==> config.mk <==
export PLATFORM = sky130hd
export DESIGN_NAME = div_sequencer
export DESIGN_NICKNAME = d
export VERILOG_FILES = /design/src/rtl/div_sequencer.sv
export SDC_FILE = /design/constraint.sdc
export NUM_CORES = 1
export LEC_CHECK = 0
export BUFFER_PORTS_ARGS = -buffer_cell sky130_fd_sc_hd__buf_2
export CORE_MARGIN = 2
export CORE_UTILIZATION = 55
export DETAILED_ROUTE_END_ITERATION = 8
export GPL_TIMING_DRIVEN = 0
export PLACE_DENSITY = 0.79
export SLEW_MARGIN = 30
export SYNTH_ARGS = -nofsm -noshare
export SYNTH_HDL_FRONTEND = slang
export SYNTH_SLANG_ARGS = --single-unit
==> constraint.sdc <==
create_clock -name clk -period 12.95 [get_ports clk]
set_input_delay 1.295 -clock clk [delete_from_list [all_inputs] [get_ports clk]]
set_output_delay 1.295 -clock clk [all_outputs]
set_load 0.05 [all_outputs]
==> src/rtl/div_sequencer.sv <==
// Multi-cycle radix-2 restoring divider for DIV/DIVU in the execute stage.
// Produces {hi, lo} = {remainder, quotient}, stalls E while busy, and honours a flush-driven cancel.
module div_sequencer #(
  parameter int WIDTH = 32
) (
  input  logic             clk,
  input  logic             rst,
  input  logic             start,
  input  logic             signed_div,
  input  logic [WIDTH-1:0] a,
  input  logic [WIDTH-1:0] b,
  input  logic             cancel,
  output logic             stall,
  output logic             ready,
  output logic [WIDTH-1:0] hi,
  output logic [WIDTH-1:0] lo
);

  localparam int CNT_W = $clog2(WIDTH);
  localparam logic [CNT_W-1:0] LAST_STEP = CNT_W'(WIDTH - 1);

  typedef enum logic [1:0] {
    IDLE = 2'd0,
    RUN  = 2'd1,
    DONE = 2'd2
  } state_t;

  state_t r_state;
  state_t w_next;

  logic [CNT_W-1:0] r_cnt;
  logic             r_ready;
  logic [WIDTH-1:0] r_hi;
  logic [WIDTH-1:0] r_lo;

  logic [WIDTH-1:0] r_rem;
  logic [WIDTH-1:0] r_quo;
  logic [WIDTH-1:0] r_div;
  logic             r_qneg;
  logic             r_rneg;

  logic             w_accept;
  logic             w_b_zero;
  logic             w_last;
  logic [WIDTH-1:0] w_a_abs;
  logic [WIDTH-1:0] w_b_abs;
  logic [WIDTH:0]   w_rem_sh;
  logic [WIDTH:0]   w_sub;
  logic             w_ge;
  logic [WIDTH-1:0] w_rem_nx;
  logic [WIDTH-1:0] w_quo_nx;

  function automatic logic [WIDTH-1:0] cond_neg(input logic [WIDTH-1:0] v, input logic neg);
    return neg ? (~v + WIDTH'(1)) : v;
  endfunction

  assign w_accept = (r_state == IDLE) && start && !cancel;
  assign w_b_zero = (b == '0);
  assign w_last   = (r_state == RUN) && (r_cnt == LAST_STEP);

  assign w_a_abs = cond_neg(a, signed_div & a[WIDTH-1]);
  assign w_b_abs = cond_neg(b, signed_div & b[WIDTH-1]);

  // The borrow out of the WIDTH+1-bit subtract doubles as the "rem < divisor" flag.
  assign w_rem_sh = {r_rem, r_quo[WIDTH-1]};
  assign w_sub    = w_rem_sh - {1'b0, r_div};
  assign w_ge     = ~w_sub[WIDTH];
  assign w_rem_nx = w_ge ? w_sub[WIDTH-1:0] : w_rem_sh[WIDTH-1:0];
  assign w_quo_nx = {r_quo[WIDTH-2:0], w_ge};

  always_comb begin
    w_next = r_state;
    case (r_state)
      IDLE: begin
        if (w_accept) begin
          w_next = w_b_zero ? DONE : RUN;
        end
      end
      RUN: begin
        if (r_cnt == LAST_STEP) begin
          w_next = DONE;
        end
      end
      DONE:    w_next = IDLE;
      default: w_next = IDLE;
    endcase
    if (cancel) begin
      w_next = IDLE;
    end
  end

  always_ff @(posedge clk or negedge rst) begin
    if (!rst) begin
      r_state <= IDLE;
      r_cnt   <= '0;
      r_ready <= 1'b0;
      r_hi    <= '0;
      r_lo    <= '0;
    end else begin
      r_state <= w_next;
      r_ready <= (w_next == DONE);
      if (w_accept) begin
        r_cnt <= '0;
      end else if (r_state == RUN) begin
        r_cnt <= r_cnt + CNT_W'(1);
      end
      // Results only move on a real completion; a cancelled divide leaves the old pair intact.
      if (w_accept && w_b_zero) begin
        r_hi <= a;
        r_lo <= '1;
      end else if (w_last && !cancel) begin
        r_hi <= cond_neg(w_rem_nx, r_rneg);
        r_lo <= cond_neg(w_quo_nx, r_qneg);
      end
    end
  end

  always_ff @(posedge clk) begin
    if (w_accept) begin
      r_rem  <= '0;
      r_quo  <= w_a_abs;
      r_div  <= w_b_abs;
      r_qneg <= signed_div & (a[WIDTH-1] ^ b[WIDTH-1]);
      r_rneg <= signed_div & a[WIDTH-1];
    end else if (r_state == RUN) begin
      r_rem <= w_rem_nx;
      r_quo <= w_quo_nx;
    end
  end

  assign stall = start & ~r_ready;
  assign ready = r_ready;
  assign hi    = r_hi;
  assign lo    = r_lo;

endmodule

==> qor.txt <==
Core Area: 20900 um^2
Layout filler cell count: 1782
Total Routing Usage GR: 0.299
Total CTS buffers: 17
Post-synth EDFFs: 66
Chip width: 149 um
Area post-placement: 12700 um^2
Fin. max-slew vios: 0
Crit-path max FO: 10
Multi-input logic area: 6730 um^2
Tcrit/Tclk final: 0.494
Worst reg2reg path depth: 22
Yosys reg bits: 170
Pin count of the biggest net entering global routing: 48
Unrepaired setup endpoints after global routing: false
Post-Synthesis Cells: 1345
Endpoints failing setup: 0
DR iter-0 viols: 937
Antenna Nets Post-Route: 0
Full die area: 22300 um^2
Max layer used: met4
Routed WL: 33300 um
Synth area leaders: edfxtp_1 (17%), dfrtp_1 (16%), a21oi_1 (5.7%), dfxtp_1 (5.5%), xor2_1 (5.5%)
FP Rows: 53
Vias in the first global route: 10372
Clk_lat worst skew: 440 ps
Fin crit period: 6400 ps
Sequential cell area fraction in the yosys report: 0.381
Fin. Hold Viols: 0
CP Capture Type: register
Distinct cell type count after synthesis: 81
Synth warnings: 0
Number of H-tree levels: 4
DR WL/cell: 18.6 um
Syn_nets: 1453
First-pass GRT wire length: 52400 um
Routed wl met2: 15800 um
Vias: 10814
Synth top area share: 0.171
Crit Path Class: reg -> reg
WL met1: 13700 um
Syn_area_per_cell: 8.64 um^2
Post-synth top flop: dfrtp_1
Overall Power: 2.62 mW
Effective utilization at floorplan: 0.556
Antenna Cells: 0
Post-Syn Area: 11600 um^2
Nets: 1608
Setup TNS: 0 ps
Post-synth top area cell: edfxtp_1
Async S/R FF share, synth: 0.424
Fin area: 13300 um^2
Clock Sinks: 170
Clk slew on worst S/H paths: 80 ps
Tightest Pin Transition: 839 ps
Highest-count cells in the layout ignoring fill and taps: buf_2 (138), a21oi_1 (131), nor2_1 (130), nand2_1 (126), o21ai_0 (106)
Vias/cell: 6.05
DP HPWL: 26100 um
Crit start category: register
Fmax: 156 MHz
PwrDens: 197 nW/um^2
Tightest Hold Check Type: reg -> reg
Worst Skew: 11.7 ps
Worst EP required: 13330 ps
P_leak: 5.59 nW
CTS tree: built
Max-Cap Viols: 0
Die Y: 149 um
CP arrival: 6780 ps
DR pass1 iterations: 7
Maximum clock insertion buffer count: 2
Gr ovfl total: 0
Postcts setup bufs: 0
Layout cells sized above 1: 0.141
Register Area: 4420 um^2
Top-Level Pins: 135
Max VDD drop: 115 uV
Drt drc: 0
Commonest non-fill, non-tap cell in the layout: buf_2
Status: finished, final reports clean
Slew margin rel.: 0.427
Post-layout util: 0.636
Area grow syn2layout: 14.3%
Root Driver: clkbuf_16
Hold_buf cts: 0
Initial antenna violation count: 1
Fin Hold WS: 505 ps
WL met3: 2620 um
CTS resizes: 0
Routability cong.: 0.954
IO Port Bufs: 134
WHS Path Cells: 2
## layout make-up
class / count / area share
inverters: 53 / 0.0150
clock buffers: 18 / 0.0331
repair buffers: 136 / 0.0539
flip-flops and latches: 170 / 0.333
well taps: 275 / 0.0259
clock inverters: 14 / 0.0114
plain buffers: 64 / 0.0211
multi-input cells: 1058 / 0.507
## critical path, cell delays in order, from the launching register on
cell and delay (ps):
dfxtp_1 480, ha_1 370, a21oi_1 300, o211ai_1 160
a21boi_1 580, a2111oi_4 200, nor3_2 440, nor2_4 100
inv_2 190, buf_6 190, buf_4 230, buf_2 320
nor2_1 70, a21oi_1 260, ha_1 340, nand2_1 70
or4_1 460, nor3_1 300, a41oi_1 340, a2111oi_2 370
and3_1 230, mux2i_1 190, a22o_1 130
## metal layers
metal	global-route usage	up-vias
li1	-	5226
met1	0.384	4979
met2	0.507	527
met3	0.0367	82
met4	0.129	0
met5	0	-
## per-stage QoR
step                      cells  worst slack, ps
after floorplan            1345             8070
after global placement     1754             6780
after detailed placement   1756             6760
after CTS                  1788             6710
after global routing       1788             6260
final                      1788             6550
## path summary, 6_finish.rpt
path	from	end	slack, ps
max in group asynchronous	rst	r_cnt[3]	11630
worst max register to register	r_rem[10]	hi[30]	6550
min in group asynchronous	rst	lo[5]	760
worst min-delay path	lo[5]	lo[5]	500
worst max-delay path	r_rem[10]	hi[30]	6550
worst min register to register	lo[5]	lo[5]	500
## cell usage after synthesis, types with 5 or more instances
library cell and count:
and2_1 12, o21ai_1 14, xor2_1 73, dfrtp_1 72
edfxtp_1 66, nor3b_1 5, nand2_1 126, o41ai_1 10
nor3_1 32, nor2b_1 9, a22oi_1 29, o21ai_0 106
ha_1 38, a21oi_1 132, nand3_1 15, and3_1 9
or3_1 15, mux2i_1 18, nand4_1 8, a31oi_1 9
nand2b_1 13, o211ai_1 13, a211oi_1 9, or4_1 9
xnor2_1 68, o22ai_1 29, inv_1 52, nor4_1 18
buf_2 5, dfxtp_1 32, o21a_1 9, o31ai_1 18
nor2_1 130, clkbuf_1 52, a21o_1 8
## flip-flops by register name, summed over array words and instances, names as in the netlist
register / cells
r_cnt: 5
r_state: 2
r_rneg: 1
r_quo: 32
r_qneg: 1
r_div: 32
hi: 32
ready: 1
lo: 32
r_rem: 32
## cell families after synthesis
logic type | Yosys count | synth area share
and+or+nand+nor | 422 | 0.173
AOI/OAI and AO/OA | 432 | 0.233
muxes | 24 | 0.0228
buffers and inverters | 117 | 0.0409
xor gates and xnor gates | 141 | 0.106
DFF | 170 | 0.381
adders and majority gates | 39 | 0.0426
## report_power, final
part           internal (mW)  switching [mW]
combinational          0.498           0.850
sequential             0.650           0.109
clock                  0.263           0.250
total                   1.41            1.21
No activity file was read; power rests on OpenSTA's default activity.
